## src/rtl/fetch_unit_pkg.sv

```systemverilog
// Shared definitions for the instruction fetch unit: FSM state encoding,
// instruction word width and the default reset fetch address.
package fetch_unit_pkg;

   localparam int INSTR_W = 32;
   localparam logic [31:0] RESET_PC_DEFAULT = 32'h0000_0000;

   typedef enum logic [1:0] {
      FETCH = 2'd0,
      HOLD  = 2'd1,
      ERROR = 2'd2
   } fetch_state_e;

endpackage

```

## src/rtl/nextpc.sv

```systemverilog
// Combinational next-PC selection for the held instruction, plus a flag
// telling the fetch FSM that the chosen target is not word aligned.
module nextpc
   import fetch_unit_pkg::*;
#(
   parameter int n = 32
) (
   input  logic [n-1:0] i_pcPlus4,
   input  logic [25:0]  i_jTarget,
   input  logic [n-1:0] i_signImm,
   input  logic [n-1:0] i_rsData,
   input  logic         i_pcSrc,
   input  logic         i_jump,
   input  logic         i_jumpReg,
   output logic [n-1:0] o_nextPc,
   output logic         o_misaligned
);

   // Jump-register outranks jump, which outranks a taken branch.
   always_comb begin
      o_nextPc = i_pcPlus4;
      if (i_jumpReg) begin
         o_nextPc = i_rsData;
      end else if (i_jump) begin
         o_nextPc = {i_pcPlus4[n-1:28], i_jTarget, 2'b00};
      end else if (i_pcSrc) begin
         o_nextPc = i_pcPlus4 + (i_signImm << 2);
      end
   end

   assign o_misaligned = |o_nextPc[1:0];

endmodule

```

## src/rtl/fetch_unit.sv

```systemverilog
// Instruction fetch unit: requests one word at a time from instruction memory,
// holds it for the decoder, then redirects to the next PC.
module fetch_unit
   import fetch_unit_pkg::*;
#(
   parameter int          n        = 32,
   parameter logic [n-1:0] RESET_PC = n'(RESET_PC_DEFAULT)
) (
   input  logic               clk,
   input  logic               reset,
   output logic               imem_req,
   output logic [n-1:0]       imem_addr,
   input  logic [INSTR_W-1:0] imem_rdata,
   input  logic               imem_ack,
   output logic               instr_valid,
   input  logic               instr_ready,
   output logic [INSTR_W-1:0] instr,
   output logic [5:0]         op,
   output logic [5:0]         funct,
   output logic [n-1:0]       pc,
   output logic [n-1:0]       pcplus4,
   input  logic               pcsrc,
   input  logic               jump,
   input  logic               jumpreg,
   input  logic [n-1:0]       signimm,
   input  logic [n-1:0]       rs_data,
   output logic               fetch_err
);

   fetch_state_e       r_state;
   logic [n-1:0]       r_fetchPc;
   logic [n-1:0]       r_pc;
   logic [INSTR_W-1:0] r_instr;
   logic               r_err;

   logic [n-1:0]       w_pcPlus4;
   logic [n-1:0]       w_nextPc;
   logic               w_misaligned;

   assign w_pcPlus4 = r_pc + n'(4);

   nextpc #(.n(n)) u_nextpc (
      .i_pcPlus4    (w_pcPlus4),
      .i_jTarget    (r_instr[25:0]),
      .i_signImm    (signimm),
      .i_rsData     (rs_data),
      .i_pcSrc      (pcsrc),
      .i_jump       (jump),
      .i_jumpReg    (jumpreg),
      .o_nextPc     (w_nextPc),
      .o_misaligned (w_misaligned)
   );

   // Reset gates the request so nothing leaves while reset is still high.
   assign imem_req    = (r_state == FETCH) && !reset;
   assign imem_addr   = r_fetchPc;
   assign instr_valid = (r_state == HOLD) && !reset;
   assign instr       = r_instr;
   assign op          = r_instr[31:26];
   assign funct       = r_instr[5:0];
   assign pc          = r_pc;
   assign pcplus4     = w_pcPlus4;
   assign fetch_err   = r_err;

   always_ff @(posedge clk or posedge reset) begin
      if (reset) begin
         r_state   <= FETCH;
         r_fetchPc <= RESET_PC;
         r_pc      <= RESET_PC;
         r_instr   <= '0;
         r_err     <= 1'b0;
      end else begin
         case (r_state)
            FETCH: begin
               if (imem_ack) begin
                  r_instr <= imem_rdata;
                  r_pc    <= r_fetchPc;
                  r_state <= HOLD;
               end
            end
            HOLD: begin
               if (instr_ready) begin
                  if (w_misaligned) begin
                     r_pc    <= w_nextPc;
                     r_err   <= 1'b1;
                     r_state <= ERROR;
                  end else begin
                     r_fetchPc <= w_nextPc;
                     r_state   <= FETCH;
                  end
               end
            end
            ERROR: begin
               r_state <= ERROR;
            end
            default: begin
               r_state <= ERROR;
               r_err   <= 1'b1;
            end
         endcase
      end
   end

endmodule

```

## config.mk

```make
export PLATFORM = sky130hd
export DESIGN_NAME = fetch_unit
export DESIGN_NICKNAME = d
export VERILOG_FILES = /design/src/rtl/fetch_unit_pkg.sv /design/src/rtl/nextpc.sv /design/src/rtl/fetch_unit.sv
export SDC_FILE = /design/constraint.sdc
export NUM_CORES = 1
export LEC_CHECK = 0
export CAP_MARGIN = 20
export CORE_AREA = 2 2 123 125
export DETAILED_ROUTE_END_ITERATION = 12
export DIE_AREA = 0 0 125 127
export GPL_TIMING_DRIVEN = 0
export PLACE_DENSITY_LB_ADDON = 0.08
export SLEW_MARGIN = 0
export SYNTH_ARGS = -nofsm -noshare
export SYNTH_HDL_FRONTEND = slang
export SYNTH_SLANG_ARGS = --single-unit
```

## constraint.sdc

```tcl
create_clock -name clk -period 7.6 [get_ports clk]
set_clock_uncertainty 0.15 [all_clocks]
set_input_delay 0.76 -clock clk [delete_from_list [all_inputs] [get_ports clk]]
set_output_delay 0.76 -clock clk [all_outputs]
set_load 0.01 [all_outputs]
```

==> results of run 1 <==
==> state kept, by name (all words and copies together) (netlist names) <==
| register | flops |
|---|---|
| fetch_err | 1 |
| r_state | 2 |
| pc | 32 |
| imem_addr | 32 |
| instr | 32 |
==> cell families (layout without fill, tap and decap cells) <==
| family | count (synthesis) | after routing | synth area share (%) |
|---|---|---|---|
| AOI/OAI and AO/OA | 262 | 262 | 23.3 |
| xor gates and xnor gates | 45 | 45 | 5.38 |
| adders and majority gates | 37 | 37 | 6.43 |
| buffers and inverters | 86 | 346 | 5.33 |
| DFF | 99 | 99 | 33.8 |
| muxes | 46 | 46 | 6.85 |
| and+or+nand+nor | 280 | 280 | 18.9 |
==> cells in the final DEF (no fill, tap or decap), drive strengths merged, types with 7 or more instances in the layout <==
cell,count
mux2,33
or3,17
a21oi,69
clkdlybuf4s50,242
nor2,60
nand3,21
o21ai,84
dfrtp,99
a21o,19
nand2,97
inv,29
a31oi,12
nor3b,7
xnor2,26
o21bai,7
clkbuf,46
nand4,12
ha,36
a211oi,13
nor3,21
mux2i,13
nand2b,12
and3,8
xor2,19
buf,25
==> per-stage QoR <==
| stage | area, um^2 | hold slack [ns] | power (mW) |
|---|---|---|---|
| final | 10300 | 0.313 | 4.17 |
| after detailed placement | 10000 | 0.297 | 3.65 |
| after global routing | 10300 | 0.334 | 4.40 |
| after global placement | 9970 | 0.293 | 3.62 |
| after CTS | 10300 | 0.314 | 4.13 |
| after floorplan | 7320 | 0.343 | 2.42 |
==> critical path, stage by stage, from the launching register on <==
cell,delay [ns]
dfrtp_1,0.47
ha_1,0.25
nand4_1,0.26
nor4_2,0.49
nand2_1,0.13
xnor2_1,0.38
ha_1,0.41
and4_1,0.25
nor4b_1,0.15
a221oi_1,0.42
a21oi_1,0.22
a21oi_1,0.40
o21ai_0,0.19
xor2_1,0.19
a31oi_1,0.40
o21ai_0,0.13
==> worst paths after layout <==
kind / endpoint / slack (ns) / cells past startpoint
worst max-delay path: imem_addr[27]$_DFFE_PP0P_ / 2.57 / 15
worst min-delay path: fetch_err$_DFFE_PP0P_ / 0.31 / 1
worst max register to register: imem_addr[27]$_DFFE_PP0P_ / 2.57 / 15
worst min register to register: fetch_err$_DFFE_PP0P_ / 0.31 / 1
max in group asynchronous: instr[14]$_DFFE_PP0P_ / 5.94 / 3
min in group asynchronous: pc[25]$_DFFE_PP0P_ / 0.67 / 2
==> per-layer routing <==
| metal | global-route usage, % | routed length [um] | vias to the layer above |
|---|---|---|---|
| met5 | 0 | 0 | - |
| met3 | 8.12 | 2750 | 68 |
| met4 | 9.74 | 828 | 0 |
| met1 | 48.3 | 12000 | 3804 |
| li1 | - | - | 3600 |
| met2 | 53.3 | 12400 | 463 |
==> power by group through the flow <==
stage / Clock, mW / Sequential (mW) / Combinational (mW)
floorplan: 0 / 1.09 / 1.33
global placement: 0 / 1.05 / 2.57
detailed placement: 0 / 1.05 / 2.60
CTS: 0.461 / 1.05 / 2.62
global route: 0.479 / 1.10 / 2.83
finish: 0.462 / 1.06 / 2.64
==> area by class of cell <==
| class | instances | area (um^2) | area share (%) |
|---|---|---|---|
| Buffer | 59 | 289 | 2.81 |
| Clock buffer | 10 | 229 | 2.22 |
| Clock inverter | 6 | 48.8 | 0.474 |
| Inverter | 27 | 104 | 1.01 |
| Multi-Input combinational cell | 670 | 4460 | 43.3 |
| Sequential cell | 99 | 2480 | 24.1 |
| Tap cell | 184 | 230 | 2.24 |
| Timing Repair Buffer | 244 | 2460 | 23.9 |
==> summary.md, run 1 <==
| Metric | Value |
|---|---|
| Later-pin clock latency in the skew report | around 0.37 ns |
| Worst Setup Slack, final | around 2.6 ns |
| Kind of critical path | flip-flop to flip-flop |
| EDFF count, synth | 0 |
| Clock share of power | 11.1% |
| Final Net Count | around 1300 |
| Crit path time final | about 5 ns |
| Largest area contributor in the netlist | dfrtp_1 |
| Synth cell types | 75 |
| Synth area leaders | dfrtp_1 (34%), ha_1 (6.2%), o21ai_0 (5.4%) |
| Cell area after synthesis | 7320 um^2 |
| Primary FF master, synth | dfrtp_1 |
| Status | completed |
| Syn_area_per_cell | 8.56 um^2 |
| Worst Setup SP | pc[2]$_DFFE_PP0P_ |
| Final hold vios | 0 |
| Seq/Total Area, Yosys | about a third |
| Slew @ Worst Pin | slightly above 0.8 ns |
| Dpl cells | around 1300 |
| Fmax | a little under 200 MHz |
| Grt ovf | 0 |
| Maxcap violations | 0 |
| N_diodes | 0 |
| Switching share of total power | ~45% |
| CTS Root Cell | clkbuf_16 |
| Synth Net Count | between 900 and 1000 |
| Unrepaired setup endpoints after global routing | false |
| Critical Path Source Type | flip-flop |
| Initial Util | approximately half |
| Die area | around 16000 um^2 |
| Clock sink count | around 100 |
| Final ANT Viol Nets | 0 |
| Die width | about 130 um |
| Synth cell count leaders | dfrtp_1 (99), nand2_1 (97), o21ai_0 (79) |
| Crit path DAT | just over 5 ns |
| RD Place Congestion | around 0.94 |
| Pre-CTS WS | 2.73 ns |
| Core Util, Final | a little under three quarters |
| Crit Path Max Fanout | 7 |
| Post-Layout Cell Count | 1299 |
| FILL cells | 1193 |
| Setup_tns | 0 ns |
| WL per Instance | around 22 um |
| LEAKAGE | between 4 and 5 nW |
| Largest net degree at the start of global routing | 67 |
| Rows | 44 |
| DRC viols | 0 |
| Peak supply drop | 0.000214 V |
| Reg clk slew, reported paths | approximately 0.080 ns |
| DPL Wire Length | 21.7 mm |
| H-tree depth | 3 |
| Worst hold start | fetch_err$_DFFE_PP0P_ |
| Vias in the first global route | about 7500 |
| PwrDens | 405 nW/um^2 |
| 1st-pass router iterations | 5 |
| Synth warnings | 0 |
| DR vias/cell | around 6.1 |
| Leading cell type by number of instances after synthesis | dfrtp_1 |
| All-layer global routing usage | between 30% and 40% |
| Global-route wire length before repair | between 40 and 50 mm |
| Post-CTS Setup Bufs | 0 |
| Area grow syn2layout | 40.7% |
| Top cell type's share of synthesized area | between 30% and 40% |
| # IOs | about 250 |
| Post-synth ARST share | 100% |
| Flop pwr share | approximately 26% |
| Final Slew Violations | 0 |
| Fraction of layout cells with a size suffix above 1 | slightly below 9% |
| Slew margin rel. | between 40% and 50% |
| CTS Buf Count | 9 |
| Critical Path End Type | flip-flop |
| Antenna violations before repair | 0 |
| Die Y-Extent | between 100 and 150 um |
| Tcrit/Tclk final | approximately two thirds |
| Post-Route WL | between 20 and 30 mm |
| Worst R2R Start | pc[2]$_DFFE_PP0P_ |
| # setup viols final | 0 |
| CP Data Required Time | roughly 7.7 ns |
| Clk buf depth | 2 |
| CTS resizes | 0 |
| 1st-iter DRT viols | 860 |
| Total core area | roughly 14000 um^2 |
| Cells after Synth | 855 |
| CTS tree | yes |
| Pint | 2.30 mW |
| Hold Crit Class | flip-flop to flip-flop |
| Combinational share of power | a little under two thirds |
| Register bit total from synthesis | between 90 and 100 |
| Total net switching power | 1.87 mW |
| Vias | ~8000 |
| Port Buf Inserts | 242 |
| CTS Hold Buffers Added | 0 |
No activity file was read; power rests on OpenSTA's default activity.
==> inputs of run 2 (changes only) <==
Settings changed: CORE_AREA 2 2 123 125 to 2 2 128 130, DIE_AREA 0 0 125 127 to 0 0 130 132.
Clock period 7.6 ns to 5.2 ns, I/O delays scaled along.
==> run 2 against run 1 <==
Effect of this change:
- worst hold slack worse by 0.0060 ns
- sequential power is 47% higher
- design area up 0.70%
- sequential cell count unchanged
- critical path depth unchanged
- power up 47%
- non-clock buffer count stayed put
- largest power group unchanged
- utilization down 5.4 points
- setup slack worse by 2.2 ns
==> summary.md, run 2 (same netlist as run 1, synthesis figures left out) <==
| Metric | Value |
|---|---|
| Status | completed |
| R2R depth | 15 (unchanged) |
| Fmax | 207 MHz (+4.2%) |
| Core Util, Final | 66.0% (-5.4 points) |
| CTS Root Cell | clkbuf_16 |
| Most frequent cells in the layout | clkdlybuf4s50_1 (242), dfrtp_1 (99), nand2_1 (97) |
| CP Data Required Time | 5.27 ns (-2.40 ns) |
| CTS tree | yes |
| Power Total | 6.14 mW (+47%) |
| Die width | 130 um (+4.0%) |
| Antenna violations before repair | 0 (unchanged) |
| Rows | 46 (+4.5%) |
| Fraction of layout cells with a size suffix above 1 | 8.79% (unchanged) |
| Hold worst-path end | fetch_err$_DFFE_PP0P_ |
| PwrDens | 592 nW/um^2 (+46%) |
| Die area | 17200 um^2 (+8.1%) |
| Later-pin clock latency in the skew report | 0.37 ns (about the same) |
| Final hold vios | 0 (unchanged) |
| N_diodes | 0 (unchanged) |
| Slew @ Worst Pin | 0.840 ns (+0.0164 ns) |
| # setup viols final | 0 (unchanged) |
| Crit Path Max Fanout | 7 (unchanged) |
| Crit path time final | 4.82 ns (-0.201 ns) |
| Worst hold start | fetch_err$_DFFE_PP0P_ |
| Hold path depth | 1 (unchanged) |
| Crit path DAT | 4.90 ns (-0.20 ns) |
| Final Net Count | 1250 (unchanged) |
| RD Place Congestion | 0.912 (-2.7%) |
| Vias | 7704 (-2.9%) |
| Reg clk slew, reported paths | 0.07 ns (about the same) |
| Final ANT Viol Nets | 0 (unchanged) |
| WL per Instance | 21.2 um (-1.8%) |
| Port Buf Inserts | 242 (unchanged) |
| Critical Path Source Type | flip-flop |
| Multi-input logic area | 4470 um^2 (+0.20%) |
| Slew margin rel. | 44.0% (-1.1 points) |
| # IOs | 246 (unchanged) |
| Post-Layout Cell Count | 1331 (+2.5%) |
| Dpl cells | 1315 (+2.5%) |
| Final Slew Violations | 0 (unchanged) |
| Clock sink count | 99 (unchanged) |
| Peak supply drop | 0.000330 V (+55%) |
| H-tree depth | 3 (unchanged) |
| All-layer global routing usage | 32.4% (-1.9 points) |
| Clk buf depth | 2 (unchanged) |
| 1st-iter DRT viols | 799 (-7.1%) |
| Maxcap violations | 0 (unchanged) |
| Critical Path End Type | flip-flop |
| DPL Wire Length | 22.0 mm (+1.8%) |
| Unrepaired setup endpoints after global routing | false |
| Setup_tns | 0 ns (unchanged) |
| Commonest non-fill, non-tap cell in the layout | clkdlybuf4s50_1 |
| Reg area | 2480 um^2 (unchanged) |
| R2R setup slack | 0.38 ns (-2.20 ns) |
| Worst Setup Slack, final | 0.375 ns (-2.20 ns) |
| CTS Buf Count | 9 (unchanged) |
| Tcrit/Tclk final | 92.8% (+27 points) |
| Largest net degree at the start of global routing | 66 (-1.5%) |
| Max layer used | met4 |
| Worst R2R Start | pc[3]$_DFFE_PP0P_ |
| Grt ovf | 0 (unchanged) |
| Wire length on met3 | 1.96 mm (-29%) |
| FILL cells | 1382 (+16%) |
| Initial Util | 46.6% (-4.2 points) |
| Pre-CTS WS | 0.425 ns (-2.30 ns) |
| Total core area | 15700 um^2 (+8.9%) |
| Global-route wire length before repair | 42.0 mm (-0.72%) |
| Worst flop-to-flop path endpoint | imem_addr[27]$_DFFE_PP0P_ |
| 1st-pass router iterations | 5 (unchanged) |
| DR vias/cell | 5.79 (-5.2%) |
| Hold Crit Class | flip-flop to flip-flop |
| Met2 wire len | 12.6 mm (+1.5%) |
| Die Y-Extent | 132 um (+3.9%) |
| Post-Route WL | 28.2 mm (+0.58%) |
| Wl on met1 | 12.8 mm (+6.6%) |
| Kind of critical path | flip-flop to flip-flop |
| Vias in the first global route | 7221 (-3.8%) |
| DRC viols | 0 (unchanged) |
| Area grow syn2layout | 41.6% |
| LEAKAGE | 4.26 nW (+0.57%) |
run 2: cell count changes in the layout (fill, tap and decap cells not counted):
cell	before	now
bufinv_16	0	1
clkinv_2	1	0
clkinv_4	0	2
clkinvlp_4	2	1
inv_8	1	0
nor4_2	1	0
nor4_4	1	2
run 2: critical path, cell delays in order, from the launching register on:
cell and delay, ns:
dfrtp_1 0.44, ha_1 0.24, nand4_1 0.31, nor4_4 0.36
nand2_1 0.12, xnor2_1 0.39, ha_1 0.41, and4_1 0.25
nor4b_1 0.15, a221oi_1 0.37, a21oi_1 0.21, a21oi_1 0.38
o21ai_0 0.19, xor2_1 0.20, a31oi_1 0.40, o21ai_0 0.13
run 2: worst max path at each step:
| stage | startpoint | end | slack (ns) | depth (start not counted) |
|---|---|---|---|---|
| 6_report | pc[3]$_DFFE_PP0P_ | imem_addr[27]$_DFFE_PP0P_ | 0.38 | 15 |
| 4_1_cts | pc[2]$_DFFE_PP0P_ | imem_addr[27]$_DFFE_PP0P_ | 0.42 | 15 |
| 2_1_floorplan | pc[2]$_DFFE_PP0P_ | pc[31]$_DFFE_PP0P_ | 1.13 | 15 |
| 5_1_grt | pc[2]$_DFFE_PP0P_ | imem_addr[27]$_DFFE_PP0P_ | 0.07 | 15 |
| 3_3_place_gp | reset | instr[16]$_DFFE_PP0P_ | 0.19 | 2 |
| 3_5_place_dp | pc[2]$_DFFE_PP0P_ | imem_addr[27]$_DFFE_PP0P_ | 0.43 | 15 |
run 2: layout make-up:
class | count | share of cell area (%)
sequential | 99 | 23.9
tap | 216 | 2.61
clock inverter | 6 | 0.700
inverter | 27 | 1.00
timing repair buffer | 244 | 23.7
multi-input combinational | 670 | 43.1
clock buffer | 10 | 2.21
buffer | 59 | 2.79
run 2: per-stage QoR:
step,hold WS [ns],area [um^2]
detailed placement,0.294,10100
global route,0.326,10400
global placement,0.298,10000
finish,0.307,10400
CTS,0.313,10400
floorplan,0.343,7320
run 2: metal layers:
| metal | up-vias | track usage (%) |
|---|---|---|
| li1 | 3600 | - |
| met1 | 3711 | 47.2 |
| met2 | 341 | 48.4 |
| met3 | 52 | 6.13 |
| met4 | 0 | 10.6 |
| met5 | - | 0 |
run 2: where the power goes:
part	switching, mW	total [mW]	internal [mW]	leakage [nW]
sequential	0.430	1.56	1.13	1.20
clock	0.337	0.716	0.380	0.144
combinational	1.96	3.87	1.91	2.91
total	2.73	6.14	3.41	4.26
run 2: timing repair:
action	in CTS	in global routing
endpoints found under the setup margin	0	4
buffers inserted	0	0
hold endpoints to repair	0	0
gates resized for setup	0	1
hold buffers	0	0
==> inputs of run 3 (changes only) <==
Settings changed: PLACE_DENSITY_LB_ADDON 0.08 to 0.1, SLEW_MARGIN 0 to default.
==> run 3 against run 2 <==
Effect of this change:
- sequential power hardly changed
- clock-buffer cell count is 1 lower
- power is 0.82% lower
==> summary.md, run 3 (same netlist as run 1, synthesis figures left out) <==
| Metric | Value |
|---|---|
| Status | completed |
| Vias in the first global route | 7360 (+1.9%) |
| CP Data Required Time | 5.33 ns (+0.06 ns) |
| Commonest non-fill, non-tap cell in the layout | clkdlybuf4s50_1 |
| CTS tree | yes |
| Reg clk slew, reported paths | 0.08 ns (about the same) |
| 1st-iter DRT viols | 580 (-27%) |
| Tcrit/Tclk final | 92.2% (-0.63 points) |
| LEAKAGE | 4.26 nW (about the same) |
| CTS Buf Count | 9 (unchanged) |
| Post-CTS Setup Bufs | 0 (unchanged) |
| FILL cells | 1357 (-1.8%) |
| Core Util, Final | 65.9% (-0.12 points) |
| N_diodes | 0 (unchanged) |
| All-layer global routing usage | 32.1% (-0.26 points) |
| Setup_tns | 0 ns (unchanged) |
| Die width | 130 um (unchanged) |
| Fin area | 10400 um^2 (-0.18%) |
| Port Buf Inserts | 242 (unchanged) |
| Hold Crit Class | flip-flop to flip-flop |
| Slew margin rel. | 25.1% (-19 points) |
| WL per Instance | 20.9 um (-1.1%) |
| Multi-input logic area | 4470 um^2 (+0.14%) |
| # IOs | 246 (unchanged) |
| 1st-pass router iterations | 5 (unchanged) |
| Total core area | 15700 um^2 (unchanged) |
| R2R depth | 15 (unchanged) |
| Placed cell area | 10000 um^2 (-0.11%) |
| Hold slack | 0.323 ns (+0.0156 ns) |
| Worst flop-to-flop path endpoint | pc[30]$_DFFE_PP0P_ |
| Antenna violations before repair | 0 (unchanged) |
| Critical Path Source Type | flip-flop |
| Maxcap violations | 0 (unchanged) |
| Worst R2R Start | pc[8]$_DFFE_PP0P_ |
| Crit path time final | 4.79 ns (-0.0326 ns) |
| DPL Wire Length | 21.9 mm (-0.65%) |
| Grt ovf | 0 (unchanged) |
| PwrDens | 589 nW/um^2 (-0.64%) |
| Global-route wire length before repair | 41.9 mm (-0.44%) |
| Final Net Count | 1249 (-0.080%) |
| Unrepaired setup endpoints after global routing | false |
| Kind of critical path | flip-flop to flip-flop |
| Clock sink count | 99 (unchanged) |
| Reg area | 2480 um^2 (unchanged) |
| Vias | 7726 (+0.29%) |
| Peak supply drop | 0.000311 V (-6.0%) |
| Later-pin clock latency in the skew report | 0.36 ns (about the same) |
| Slew @ Worst Pin | 1.12 ns (+0.279 ns) |
| CTS Hold Buffers Added | 0 (unchanged) |
| DRC viols | 0 (unchanged) |
| RD Place Congestion | 0.945 (+3.7%) |
| Largest net degree at the start of global routing | 59 (-11%) |
| R2R setup slack | 0.41 ns (+0.03 ns) |
| Die Y-Extent | 132 um (unchanged) |
| Critical Path End Type | flip-flop |
| CTS Root Cell | clkbuf_16 |
| Fraction of layout cells with a size suffix above 1 | 8.89% (+0.098 points) |
| Final hold vios | 0 (unchanged) |
| Final ANT Viol Nets | 0 (unchanged) |
| Die area | 17200 um^2 (unchanged) |
| Crit path DAT | 4.92 ns (+0.02 ns) |
| Crit Path Max Fanout | 6 (-1) |
| Fmax | 209 MHz (+0.68%) |
| H-tree depth | 3 (unchanged) |
| # setup viols final | 0 (unchanged) |
| Hold path depth | 1 (unchanged) |
| Rows | 46 (unchanged) |
| Critical path destination | pc[30]$_DFFE_PP0P_ |
| Area grow syn2layout | 41.4% |
| Worst Setup SP | pc[8]$_DFFE_PP0P_ |
| Clk buf depth | 2 (unchanged) |
| Final Slew Violations | 0 (unchanged) |
| Initial Util | 46.6% (unchanged) |
| DR vias/cell | 5.81 (+0.36%) |
| Most frequent cells in the layout | clkdlybuf4s50_1 (242), dfrtp_1 (99), nand2_1 (97) |
| Post-Route WL | 27.8 mm (-1.1%) |
## run 3: power by group
part	switching [mW]	total (mW)	internal [mW]
Combinational	1.95	3.86	1.90
Clock	0.346	0.685	0.339
Sequential	0.425	1.55	1.13
## run 3: area by class of cell
type	instances	share of cell area [%]
buffer	59	2.79
clock buffer	9	2.18
clock inverter	7	0.604
inverter	27	1.00
multi-input combinational	670	43.2
sequential	99	23.9
tap	216	2.61
timing repair buffer	243	23.7
## run 3: how the worst min path moves through the flow
| stage | startpoint | slack [ns] | endpoint |
|---|---|---|---|
| floorplan | fetch_err$_DFFE_PP0P_ | 0.34 | fetch_err$_DFFE_PP0P_ |
| global placement | fetch_err$_DFFE_PP0P_ | 0.30 | fetch_err$_DFFE_PP0P_ |
| detailed placement | fetch_err$_DFFE_PP0P_ | 0.30 | fetch_err$_DFFE_PP0P_ |
| CTS | fetch_err$_DFFE_PP0P_ | 0.33 | fetch_err$_DFFE_PP0P_ |
| global route | fetch_err$_DFFE_PP0P_ | 0.35 | fetch_err$_DFFE_PP0P_ |
| finish | fetch_err$_DFFE_PP0P_ | 0.32 | fetch_err$_DFFE_PP0P_ |
## run 3: metrics by stage
step	power (mW)	setup WS, ns	cells
floorplan	3.54	1.13	855
CTS	6.04	0.171	1330
finish	6.09	0.408	1330
global route	6.45	0.0417	1330
detailed placement	5.34	0.223	1314
global placement	5.32	0.207	1313
## run 3: routing by layer
metal | share of wire, % | vias up | GRT usage (%) | wire length [um]
met5 | 0 | - | 0 | 0
met4 | 3.7 | 0 | 12.1 | 1040
met3 | 9.0 | 63 | 7.63 | 2490
met2 | 44 | 388 | 47.5 | 12200
met1 | 44 | 3685 | 45.6 | 12100
li1 | - | 3590 | - | -
## run 3: critical path: stages (launching register included)
cell and delay, ns:
dfrtp_1 0.49, nand4_1 0.28, or2_4 0.34, nor2_1 0.29
and3_1 0.22, xor2_1 0.40, ha_1 0.34, a21oi_1 0.23
o221ai_1 0.18, a221o_1 0.34, or3b_2 0.49, o211ai_1 0.27
mux2i_1 0.11, nor2_1 0.28, mux2i_1 0.13, a21oi_1 0.18
## run 3: what timing repair did
action,in CTS,in global routing
setup endpoints to repair,0,5
endpoints found under the hold margin,0,0
resized for setup,0,2
